--- src/rtl/fir_seq_pkg.sv ---
// Shared types and helpers for the serial FIR control sequencer.
package fir_seq_pkg;

    // Sequencer states: zero the delay line, wait for a sample, walk the taps,
    // latch the sum, wait out the memory latency, then hand the result off.
    typedef enum logic [2:0] {
        ST_CLEAR = 3'd0,
        ST_IDLE  = 3'd1,
        ST_RUN   = 3'd2,
        ST_DUMP  = 3'd3,
        ST_DRAIN = 3'd4,
        ST_OUT   = 3'd5
    } fir_seq_state_e;

    // Wide enough for any practical tap count; callers truncate to their own width.
    localparam int unsigned TAP_ADDR_W = 16;

    // Delay-line slot holding the sample k taps older than the newest one at wp.
    // The mask is N-1, which gives the modulo because N is a power of two.
    function automatic logic [TAP_ADDR_W-1:0] tap_addr(
        input logic [TAP_ADDR_W-1:0] wp,
        input logic [TAP_ADDR_W-1:0] k,
        input logic [TAP_ADDR_W-1:0] mask
    );
        return (wp - k) & mask;
    endfunction

endpackage

--- src/rtl/fir_seq_align.sv ---
// Delays the MAC issue flags {enable, first, dump} so they line up with the
// data coming back from the delay-line and coefficient memories.
module fir_seq_align
    import fir_seq_pkg::*;
#(
    parameter int DEPTH = 1
) (
    input  logic       clk,
    input  logic       rst,
    input  logic [2:0] issue_i,
    output logic [2:0] issue_o
);

    if (DEPTH == 0) begin : g_pass
        // Combinational memories: the flags already line up with the data.
        logic unused_clk_rst;
        assign unused_clk_rst = clk ^ rst;
        assign issue_o        = issue_i;
    end else begin : g_pipe
        logic [2:0] pipe_q [DEPTH];

        // Shift the flags one stage per cycle; reset kills any in-flight issue.
        always_ff @(posedge clk or posedge rst) begin
            if (rst) begin
                for (int i = 0; i < DEPTH; i++) begin
                    pipe_q[i] <= '0;
                end
            end else begin
                pipe_q[0] <= issue_i;
                for (int i = 1; i < DEPTH; i++) begin
                    pipe_q[i] <= pipe_q[i-1];
                end
            end
        end

        assign issue_o = pipe_q[DEPTH-1];
    end

endmodule

--- src/rtl/fir_sequencer.sv ---
// Control sequencer for the time-multiplexed serial FIR: accepts a sample,
// writes it into the circular delay line, walks every tap once, strobes the
// MAC to latch the sum and offers the result through a valid/ready handshake.
module fir_sequencer
    import fir_seq_pkg::*;
#(
    parameter int NUMBER_OF_TAPS = 64,
    parameter int READ_LATENCY   = 1,
    parameter int ADDR_BITS      = $clog2(NUMBER_OF_TAPS)
) (
    input  logic                 clk,
    input  logic                 rst,
    input  logic                 clear,
    input  logic                 in_valid,
    output logic                 in_ready,
    output logic                 out_valid,
    input  logic                 out_ready,
    output logic                 delay_wr_en,
    output logic                 delay_wr_zero,
    output logic [ADDR_BITS-1:0] delay_wr_addr,
    output logic [ADDR_BITS-1:0] delay_rd_addr,
    output logic [ADDR_BITS-1:0] coeff_addr,
    output logic                 mac_clk_enable,
    output logic                 mac_phase_min,
    output logic                 busy
);

    if (READ_LATENCY < 0 || READ_LATENCY > 1) begin : g_bad_latency
        $error("fir_sequencer: READ_LATENCY must be 0 or 1");
    end
    if (NUMBER_OF_TAPS < 2 || (NUMBER_OF_TAPS & (NUMBER_OF_TAPS - 1)) != 0) begin : g_bad_taps
        $error("fir_sequencer: NUMBER_OF_TAPS must be a power of two >= 2");
    end

    localparam logic [ADDR_BITS-1:0]  K_LAST    = ADDR_BITS'(NUMBER_OF_TAPS - 1);
    localparam logic [TAP_ADDR_W-1:0] ADDR_MASK = TAP_ADDR_W'(NUMBER_OF_TAPS - 1);

    fir_seq_state_e        state_q, state_d;
    logic [ADDR_BITS-1:0]  wp_q, wp_d;
    logic [ADDR_BITS-1:0]  k_q, k_d;
    logic                  clear_pend_q, clear_pend_d;

    // Issue flags as generated in the address cycle, before alignment.
    logic                  iss_enable;
    logic                  iss_first;
    logic                  iss_dump;
    logic [2:0]            iss_aligned;

    // State, write pointer, tap counter and deferred-clear flag.
    always_ff @(posedge clk or posedge rst) begin
        if (rst) begin
            state_q      <= ST_CLEAR;
            wp_q         <= '0;
            k_q          <= '0;
            clear_pend_q <= 1'b0;
        end else begin
            state_q      <= state_d;
            wp_q         <= wp_d;
            k_q          <= k_d;
            clear_pend_q <= clear_pend_d;
        end
    end

    // Next-state logic and all memory/MAC control outputs for the current state.
    always_comb begin
        state_d       = state_q;
        wp_d          = wp_q;
        k_d           = k_q;
        clear_pend_d  = clear_pend_q;

        in_ready      = 1'b0;
        out_valid     = 1'b0;
        busy          = 1'b1;
        delay_wr_en   = 1'b0;
        delay_wr_zero = 1'b0;
        delay_wr_addr = '0;
        delay_rd_addr = '0;
        coeff_addr    = '0;
        iss_enable    = 1'b0;
        iss_first     = 1'b0;
        iss_dump      = 1'b0;

        // A clear arriving mid-round is remembered so the round can finish
        // and deliver its result before the delay line is wiped.
        if (clear && state_q != ST_IDLE && state_q != ST_CLEAR) begin
            clear_pend_d = 1'b1;
        end

        unique case (state_q)
            ST_CLEAR: begin
                delay_wr_en   = 1'b1;
                delay_wr_zero = 1'b1;
                delay_wr_addr = k_q;
                if (k_q == K_LAST) begin
                    state_d = ST_IDLE;
                    wp_d    = '0;
                    k_d     = '0;
                end else begin
                    k_d = k_q + 1'b1;
                end
            end

            ST_IDLE: begin
                busy     = 1'b0;
                in_ready = !clear && !clear_pend_q;
                if (clear || clear_pend_q) begin
                    state_d      = ST_CLEAR;
                    k_d          = '0;
                    clear_pend_d = 1'b0;
                end else if (in_valid) begin
                    // New sample lands at wp before the tap-0 read next cycle.
                    delay_wr_en   = 1'b1;
                    delay_wr_addr = wp_q;
                    state_d       = ST_RUN;
                    k_d           = '0;
                end
            end

            ST_RUN: begin
                delay_rd_addr = ADDR_BITS'(tap_addr(TAP_ADDR_W'(wp_q), TAP_ADDR_W'(k_q), ADDR_MASK));
                coeff_addr    = k_q;
                iss_enable    = 1'b1;
                iss_first     = (k_q == '0);
                if (k_q == K_LAST) begin
                    state_d = ST_DUMP;
                    k_d     = '0;
                end else begin
                    k_d = k_q + 1'b1;
                end
            end

            ST_DUMP: begin
                // phase_min without enable latches the final sum untouched.
                iss_dump = 1'b1;
                state_d  = (READ_LATENCY == 0) ? ST_OUT : ST_DRAIN;
            end

            ST_DRAIN: begin
                state_d = ST_OUT;
            end

            ST_OUT: begin
                out_valid = 1'b1;
                if (out_ready) begin
                    wp_d    = wp_q + 1'b1;
                    state_d = ST_IDLE;
                end
            end

            default: begin
                state_d = ST_CLEAR;
                k_d     = '0;
            end
        endcase
    end

    fir_seq_align #(
        .DEPTH   (READ_LATENCY)
    ) u_align (
        .clk     (clk),
        .rst     (rst),
        .issue_i ({iss_enable, iss_first, iss_dump}),
        .issue_o (iss_aligned)
    );

    assign mac_clk_enable = iss_aligned[2];
    assign mac_phase_min  = iss_aligned[1] | iss_aligned[0];

endmodule

--- config.mk ---
export PLATFORM = sky130hd
export DESIGN_NAME = fir_sequencer
export DESIGN_NICKNAME = d
export VERILOG_FILES = /design/src/rtl/fir_seq_pkg.sv /design/src/rtl/fir_seq_align.sv /design/src/rtl/fir_sequencer.sv
export SDC_FILE = /design/constraint.sdc
export NUM_CORES = 1
export LEC_CHECK = 0
export CAP_MARGIN = 20
export CORE_AREA = 2 2 65 67
export CTS_CLUSTER_SIZE = 16
export DETAILED_ROUTE_END_ITERATION = 10
export DIE_AREA = 0 0 67 69
export PLACE_DENSITY = 0.64
export SLEW_MARGIN = 10
export SYNTH_ARGS = -nofsm -noshare
export SYNTH_HDL_FRONTEND = slang
export SYNTH_SLANG_ARGS = --single-unit
--- constraint.sdc ---
create_clock -name clk -period 1.9 [get_ports clk]
set_input_delay 0.285 -clock clk [delete_from_list [all_inputs] [get_ports clk]]
set_output_delay 0.285 -clock clk [all_outputs]
set_load 0.02 [all_outputs]
## Yosys cells after proc, flatten, opt, wreduce, memory -nomap -nowiden

Cells that the tools add are included.

| word-level totals | value |
|---|---|
| logic and storage cells | 67 |
| flip-flop bits (word level) | 19 |
| input port bits | 5 |
| output and inout port bits | 25 |

| operators by class | value |
|---|---|
| bitwise logic cells | 2 |
| reduce and logical (&&, ||, !) cells | 15 |
| muxes and demuxes | 31 |
| equality and inequality tests | 11 |
| $add $sub $neg | 3 |

Operators with widths:

| cell | number |
|---|---|
| 6-bit two-way mux | 9 |
| 6-bit one-hot mux with 2 select lines | 2 |
| 3-bit one-hot mux with 6 select lines | 1 |
| 6-bit one-hot mux with 3 select lines | 1 |
| 3-bit two-way mux | 5 |
| 6-bit by 1-bit adder with 6-bit output (second input constant) | 2 |
| 1-bit two-way mux | 12 |
| 3-bit by 2-bit equality test with 1-bit output (second input constant) | 2 |
| 3-bit equality test (second input constant) | 2 |
| 6-bit equality test (second input constant) | 1 |
| 6-bit logical NOT | 1 |
| 2-bit != test (second input constant) | 3 |
| 6-bit subtractor | 1 |
| 4-bit AND reduction | 1 |
| 3-bit by 1-bit equality test with 1-bit output (second input constant) | 1 |
| 1-bit logical AND | 3 |
| 3-bit logical NOT | 1 |
| 3-bit by 1-bit != test with 1-bit output (second input constant) | 1 |
| 3-bit != test (second input constant) | 1 |
| 3-bit AND reduction | 1 |
| 3-bit nonzero test | 1 |
| 3-bit OR reduction | 1 |
| 1-bit logical NOT | 2 |
| 1-bit one-hot mux with 2 select lines | 1 |
| other kinds (6) | 6 |

## Logic depth before layout (Yosys ltp)

Gate-level depths: netlist (run 1).

| logic depth | value |
|---|---|
| word-level depth | 6 |
| gate-level depth with buffers | 8 |
| depth with buffers taken out | 8 |

## Cells and area by module

A second synthesis (run 1) with hierarchy kept.

| second synthesis, totals | value |
|---|---|
| cell total of the unflattened synthesis | 157 |
| area, all modules | 1,327.5 sq um |

By module, submodules not included:

| module | times used | cells an instance | sequential area each (sq um) | area each (sq um) |
|---|---|---|---|---|
| fir_sequencer | 1 | 153 | 400.4 | 1,248.7 |
| fir_seq_align | 1 | 4 | 75.1 | 78.8 |

## Worst setup path after synthesis (run 1)

OpenSTA, ideal clock, no wires.

| timing path | value |
|---|---|
| path type | register to output |
| start | reg state_q[0] |
| end | out delay_wr_addr[0] |
| data arrival time | 1.838 ns |
| slack | -0.223 ns |
| stages on the path, launching flop included | 7 |
| required time | 1.615 ns |
| path buffers | 2 |
| cells stage by stage | dfrtp_1 buf_4 or3b_1 nor3_2 and2_1 buf_4 a22o_1 |

| between the ends | value |
|---|---|
| cells in the longest elaborated chain, start to end | 2 |

RTL lines:

| what | line | source |
|---|---|---|
| start, declared | fir_sequencer.sv:38 | `fir_seq_state_e state_q, state_d;` |
| start signal, assigned | fir_sequencer.sv:57 | `state_q <= state_d;` |
| 3-bit by 1-bit equality test with 1-bit output or 3-bit logical NOT (tied branches) | fir_sequencer.sv:89 | `unique case (state_q)` |
| 6-bit one-hot mux with 2 select lines (*) | fir_sequencer.sv:89 |  |
| end, declared | fir_sequencer.sv:20 | `output logic [ADDR_BITS-1:0] delay_wr_addr,` |

Mark *: on every way between the ends. The rest lies on a longest branch, timed or not.

## Final worst setup path (run 1)

| timing path | value |
|---|---|
| start | reg wp_q[0] |
| end | out delay_rd_addr[4] |

| between the ends | value |
|---|---|
| cells in the longest elaborated chain, start to end | 2 |

RTL lines:

| what | line | source |
|---|---|---|
| start, declared | fir_sequencer.sv:39 | `logic [ADDR_BITS-1:0] wp_q, wp_d;` |
| start signal, assigned | fir_sequencer.sv:58 | `wp_q <= wp_d;` |
| 6-bit subtractor | fir_seq_pkg.sv:25 | `return (wp - k) & mask;` |
| 6-bit two-way mux | fir_sequencer.sv:89 |  |
| end, declared | fir_sequencer.sv:21 | `output logic [ADDR_BITS-1:0] delay_rd_addr,` |

No other way between the ends.

==> results of run 1 <==
flip-flops by register name, summed over array words and instances, names as in the netlist:
signal / flops
state_q: 3
wp_q: 6
clear_pend_q: 1
k_q: 6
u_align.issue_o: 3
power breakdown:
part / switching, mW / total, mW / internal [mW] / leakage (nW)
Sequential: 0.0829 / 0.614 / 0.531 / 0.251
Clock: 0.158 / 0.307 / 0.148 / 0.0217
Combinational: 1.30 / 2.66 / 1.36 / 0.786
Total: 1.54 / 3.58 / 2.03 / 1.06
placed cells by master (no fill, tap or decap), types with 6 or more instances in the layout:
cell type        instances
o21ai_0                  8
clkdlybuf4s50_1          6
nand2_1                 11
nor2_1                  15
ha_1                     6
buf_4                   45
nand3_1                  6
dfrtp_1                 18
xor2_1                   6
buf_6                   17
area by class of cell:
| type | count | area, um2 |
|---|---|---|
| clock inverters | 1 | 7.51 |
| fillers | 356 | 1780 |
| repair buffers | 76 | 642 |
| inverters | 9 | 33.8 |
| clock buffers | 3 | 41.3 |
| well taps | 50 | 62.6 |
| flip-flops and latches | 19 | 477 |
| multi-input cells | 115 | 866 |
worst max-delay path: stages (launching register included):
cell	delay, ns
dfrtp_1	0.39
inv_2	0.09
ha_4	0.14
inv_2	0.03
fa_2	0.34
a21o_1	0.18
a21oi_2	0.13
xor2_1	0.19
nor2_2	0.06
buf_6	0.13
layer usage:
layer | track usage [%] | up-vias | share of wire (%)
met2 | 31.4 | 43 | 52
met3 | 4.08 | 4 | 4.5
met5 | 0 | - | 0
met4 | 4.99 | 0 | 0.73
li1 | - | 671 | -
met1 | 24.9 | 659 | 43
cell families (layout without fill, tap and decap cells):
family / after synthesis / count (layout) / share of synthesized area (%)
AO/OA/AOI/OAI: 31 / 31 / 16.4
adder cells (fa/ha/maj): 9 / 9 / 9.09
XOR/XNOR: 8 / 8 / 5.30
AND/OR/NAND/NOR: 65 / 65 / 25.7
multiplexers: 2 / 2 / 1.52
flip-flops: 19 / 19 / 36.0
buffers and inverters: 17 / 89 / 6.06
worst max-delay path by stage:
stage / to / slack [ns] / from
finish: delay_rd_addr[4] / -0.33 / wp_q[0]
global route: delay_rd_addr[4] / -0.42 / wp_q[0]
CTS: delay_rd_addr[4] / -0.34 / wp_q[0]
detailed placement: delay_rd_addr[4] / -0.48 / wp_q[0]
global placement: delay_rd_addr[5] / -0.45 / k_q[2]
floorplan: delay_wr_addr[0] / -0.11 / state_q[0]
what timing repair did:
action,CTS,global route
resized for setup,113,17
hold buffers,0,0
setup endpoints to repair,23,20
setup buffers,4,5
pin swaps,7,6
through the flow:
stage	worst slack, ns	hold slack, ns
6_report	-0.332	0.274
3_3_place_gp	-0.448	0.572
3_5_place_dp	-0.483	0.578
2_1_floorplan	-0.106	0.236
5_1_grt	-0.419	0.311
4_1_cts	-0.340	0.285
==> out/results.ini, run 1 <==
[synthesis]
synth_common_cells = dfrtp_1 (19), nor2_1 (18), nand2_1 (12), inv_1 (9)
async_reset_ff_share_pct = 100
ys_seq_area_share_pct = 36.0
syn_area_per_cell_um2 = 8.75
synth_top_cell_area_share_pct = 36.0
synthTopCellsByArea = dfrtp_1 (36%), ha_1 (7.6%), nor2_1 (5.1%)
netlist.top_cell.by_area = dfrtp_1
ys_ff_latch = 19
syn_inst = 151
dominantRegCellSynth = dfrtp_1
synth_warnings = 0
synth_edf_count = 0
synth.distinct_cells = 40
synth_area_um2 = 1320
synthMostInstantiatedCell = dfrtp_1
syn_nets = 165

[route]
vias = 1377
drc_errors = 0
first_pass_iters = 4
final_antenna_net_count = 0
drt-initial-drc-count = 57
finalWirelength_um = 4000
wl_per_cell_um = 14.6
viasPerCell = 5.04

[setup_path]
critPathLaunchType = flop
cp-end-kind = output port
required_ns = 1.62
rr_worst_depth = 5
r2r-start = k_q[0]
path_max_fanout = 2
path_class = flop to output port
regToRegSetupSlack_ns = 0.20
cp.arrival_ns = 1.95
r2r_end = wp_q[0]

[power]
p_leak_nw = 1.06
p_per_area_nw_per_um2 = 1680
vdd_drop_max_v = 0.000953
p_total_mw = 3.58

[outcome]
status = complete, but fails checks
violations = setup timing

[clock_network]
clock_path_buffers = 2
cts.sinks = 19
cts_tree = done
path_clk_slew_ns = 0.09
clk_latency_ns = 0.27
cts-root-buf = clkbuf_8
htreeDepth = 1
cts_buffers = 3

[sta]
tightest_slew_ns = 0.490
rsz0062_at_grt = true
layout_worst_path_cycle_share_pct = 117
fin_crit_ns = 2.23
fmax_mhz = 448
tns_ns = -2.15
setup_viol = 12
hold_viol = 0
finalClockSkew_ns = 0.00676
max_slew_margin_pct = 67.1
finalWorstSetupSlack_ns = -0.332
maxSlewViolCount = 0

[global_routing]
grt_pass1_wl_um = 6920
gr-total-overflow = 0
grt_pass1_vias = 1438
gr-usage-all-layers_pct = 19.1
antenna_found_initial = 0
grt_max_degree = 14

[place]
io_buffer_count = 29
placed_area_um2 = 1980
place_inst = 262
place_hpwl_um = 2910
gp_congestion = 0.973

[finish]
fin_cells = 273
diodes = 0
finalInstanceArea_um2 = 2130
final_nets = 238
syn_to_final_growth_pct = 61.2
utilization_pct = 54.4
drive_above_1_share_pct = 44.8

[floorplanning]
rows = 23
coreArea_um2 = 3910
die_w_um = 67
start_util_pct = 33.8
die_h_um = 69
num_io_pins = 30
die_area_um2 = 4620

[min_path]
hp-class = input port to async pin

[run]
cap_violations = 0

(Power assumes the default switching activity.)
==> inputs of run 2 (changes only) <==
- CTS_BUF_LIST: default -> sky130_fd_sc_hd__clkbuf_4 sky130_fd_sc_hd__clkbuf_8
==> results of run 2 <==
Final layout, timing and power as in run 1 (identical DEF).
==> inputs of run 3 (changes only) <==
- CORE_AREA: 2 2 65 67 -> 2 2 58 74
- DIE_AREA: 0 0 67 69 -> 0 0 60 76
- GPL_TIMING_DRIVEN: default -> 1
==> run 3 against run 2 <==
- the run still ends with setup timing left
- largest cell class unchanged
- maximum frequency fell by 0.85%
- final area rose by 0.12%
- non-clock buffer count rose by 2
- clock-buffer cell count rose by 1
- hold slack improved by 0.031 ns
- combinational power rose by 3%
- via count rose by 2.3%
- die area fell by 1.4%
- first-iteration DRC count fell by 32%
- sequential cell count did not move
==> out/results.ini, run 3 (synthesized netlist as in run 1, its figures left out) <==
[outcome]
status = complete, but fails checks  ; unchanged
violations = setup timing  ; unchanged

[setup_path]
path_max_fanout = 2  ; unchanged
required_ns = 1.62  ; about the same
regToRegSetupSlack_ns = 0.23  ; was 0.20 ns
r2r_end = k_q[3]  ; was wp_q[0]
rr_worst_depth = 5  ; unchanged
startpoint = wp_q[0]  ; unchanged
cp.arrival_ns = 1.97  ; was 1.95 ns
critPathLaunchType = flop  ; unchanged
r2r-start = state_q[2]  ; was k_q[0]
cp-end-kind = output port  ; unchanged
path_class = flop to output port  ; unchanged
cp-endpoint = delay_rd_addr[4]  ; unchanged

[finish]
final_nets = 240  ; was 238
largestRegisters = k_q x6, wp_q x6  ; unchanged
finalInstanceArea_um2 = 2130  ; about the same
final_cell_mix = buf_4 (48), dfrtp_1 (18), buf_6 (16), nor2_1 (15), nand2_1 (12)  ; was buf_4 (45), dfrtp_1 (18), buf_6 (17), nor2_1 (15), nand2_1 (11)
fill_cells = 360  ; was 356
layout_commonest_cell = buf_4  ; unchanged
fin_cells = 281  ; was 273
drive_above_1_share_pct = 43.6  ; was 44.8%
diodes = 0  ; unchanged
syn_to_final_growth_pct = 61.4  ; was 61.2%
utilization_pct = 54.2  ; was 54.4%

[sta]
finalClockSkew_ns = 0.00242  ; was 0.00676 ns
max_slew_margin_pct = 72.4  ; was 67.1%
maxSlewViolCount = 0  ; unchanged
fin_crit_ns = 2.25  ; was 2.23 ns
layout_worst_path_cycle_share_pct = 118  ; was 117%
tightest_slew_ns = 0.413  ; was 0.490 ns
rsz0062_at_grt = true  ; unchanged
finalWorstSetupSlack_ns = -0.351  ; was -0.332 ns
setup_viol = 12  ; unchanged
fmax_mhz = 444  ; was 448 MHz
hold_viol = 0  ; unchanged

[clock_network]
clk_latency_ns = 0.26  ; was 0.27 ns
cts.sinks = 19  ; unchanged
cts_buffers = 3  ; unchanged
hold_buffers = 0  ; unchanged
clock_path_buffers = 2  ; unchanged
path_clk_slew_ns = 0.07  ; was 0.09 ns
htreeDepth = 1  ; unchanged
cts-root-buf = clkbuf_8  ; unchanged
cts_tree = done  ; unchanged

[route]
viasPerCell = 5.01  ; was 5.04
drc_errors = 0  ; unchanged
vias = 1408  ; was 1377
finalWirelength_um = 3990  ; was 4000 um
drt-initial-drc-count = 39  ; was 57
final_antenna_net_count = 0  ; unchanged
wl_per_cell_um = 14.2  ; was 14.6 um
first_pass_iters = 4  ; unchanged

[place]
io_buffer_count = 29  ; unchanged
placed_area_um2 = 2020  ; was 1980 um2
gp_congestion = 0.895  ; was 0.973
place_hpwl_um = 3250  ; was 2910 um
place_inst = 272  ; was 262

[power]
power_frac_comb_pct = 75.1  ; was 74.3%
p_leak_nw = 1.07  ; was 1.06 nW
pwr-share-clk_pct = 8.3  ; was 8.6%
power_switching_mw = 1.56  ; was 1.54 mW
pwr-share-seq_pct = 16.6  ; was 17.2%
internal_power_mw = 2.11  ; was 2.03 mW
p_total_mw = 3.67  ; was 3.58 mW
p_per_area_nw_per_um2 = 1720  ; was 1680 nW/um2
swShare_pct = 42.5  ; was 43.1%
vdd_drop_max_v = 0.000817  ; was 0.000953 V

[floorplanning]
num_io_pins = 30  ; unchanged
die_w_um = 60  ; was 67 um
start_util_pct = 33.6  ; was 33.8%
rows = 26  ; was 23
die_h_um = 76  ; was 69 um
die_area_um2 = 4560  ; was 4620 um2
coreArea_um2 = 3940  ; was 3910 um2

[global_routing]
grt_pass1_wl_um = 6620  ; was 6920 um
gr-usage-all-layers_pct = 19.0  ; was 19.1%
grt_max_degree = 14  ; unchanged
antenna_found_initial = 0  ; unchanged
gr-total-overflow = 0  ; unchanged
grt_pass1_vias = 1435  ; was 1438

[min_path]
hp-class = input port to async pin  ; unchanged

[run]
cap_violations = 0  ; unchanged

-- run 3: changes by cell type in the layout (fill, tap and decap cells not counted), sizes merged --
cell / before / now
buf: 67 / 66
dlygate4sd2: 2 / 3
clkdlybuf4s15: 1 / 0
clkinvlp: 1 / 0
clkbuf: 3 / 7
-- run 3: timing repair --
item	in CTS	in global routing
endpoints found under the setup margin	23	20
pin swaps	14	8
gates cloned	0	0
gates resized for setup	111	10
setup buffers	2	4
-- run 3: worst max-delay path, stage by stage (launching register included) --
cell	delay, ns
dfrtp_1	0.40
inv_2	0.08
ha_4	0.13
inv_2	0.03
fa_2	0.34
a21o_1	0.18
a21oi_2	0.14
xor2_1	0.21
nor2_2	0.06
buf_6	0.13
-- run 3: worst min-delay path by stage --
stage,startpoint,endpoint,slack [ns]
after floorplan,rst,clear_pend_q,0.24
after global placement,wp_q[0],wp_q[0],0.57
after detailed placement,rst,wp_q[2],0.60
after CTS,rst,state_q[1],0.32
after global routing,rst,wp_q[2],0.34
final,rst,clear_pend_q,0.31
-- run 3: routing by layer --
| metal | track usage, % | up-vias | wire length, um |
|---|---|---|---|
| li1 | - | 678 | - |
| met1 | 21.0 | 662 | 1480 |
| met2 | 34.3 | 51 | 2190 |
| met3 | 1.87 | 17 | 140 |
| met4 | 9.33 | 0 | 176 |
| met5 | 0 | - | 0 |
-- run 3: through the flow --
stage                     worst slack, ns  setup TNS (ns)  hold slack (ns)
final                              -0.351           -2.19            0.305
after global routing               -0.442           -3.03            0.339
after CTS                          -0.351           -2.18            0.320
after detailed placement           -0.499           -5.65            0.602
after global placement             -0.453           -5.09            0.568
after floorplan                    -0.106          -0.591            0.236
-- run 3: power groups by stage --
stage	clock network, mW	registers [mW]	logic (mW)
after CTS	0.309	0.609	2.68
after detailed placement	0	0.608	2.53
after floorplan	0	0.691	1.34
final	0.304	0.610	2.75
after global placement	0	0.599	2.45
after global routing	0.326	0.627	2.96
-- run 3: area by class of cell --
| class | instances | area [um2] | share of cell area, % |
|---|---|---|---|
| multi-input combinational | 115 | 851 | 39.9 |
| timing repair buffer | 78 | 652 | 30.6 |
| sequential | 19 | 477 | 22.4 |
| tap | 56 | 70.1 | 3.29 |
| clock buffer | 4 | 48.8 | 2.29 |
| inverter | 9 | 33.8 | 1.58 |
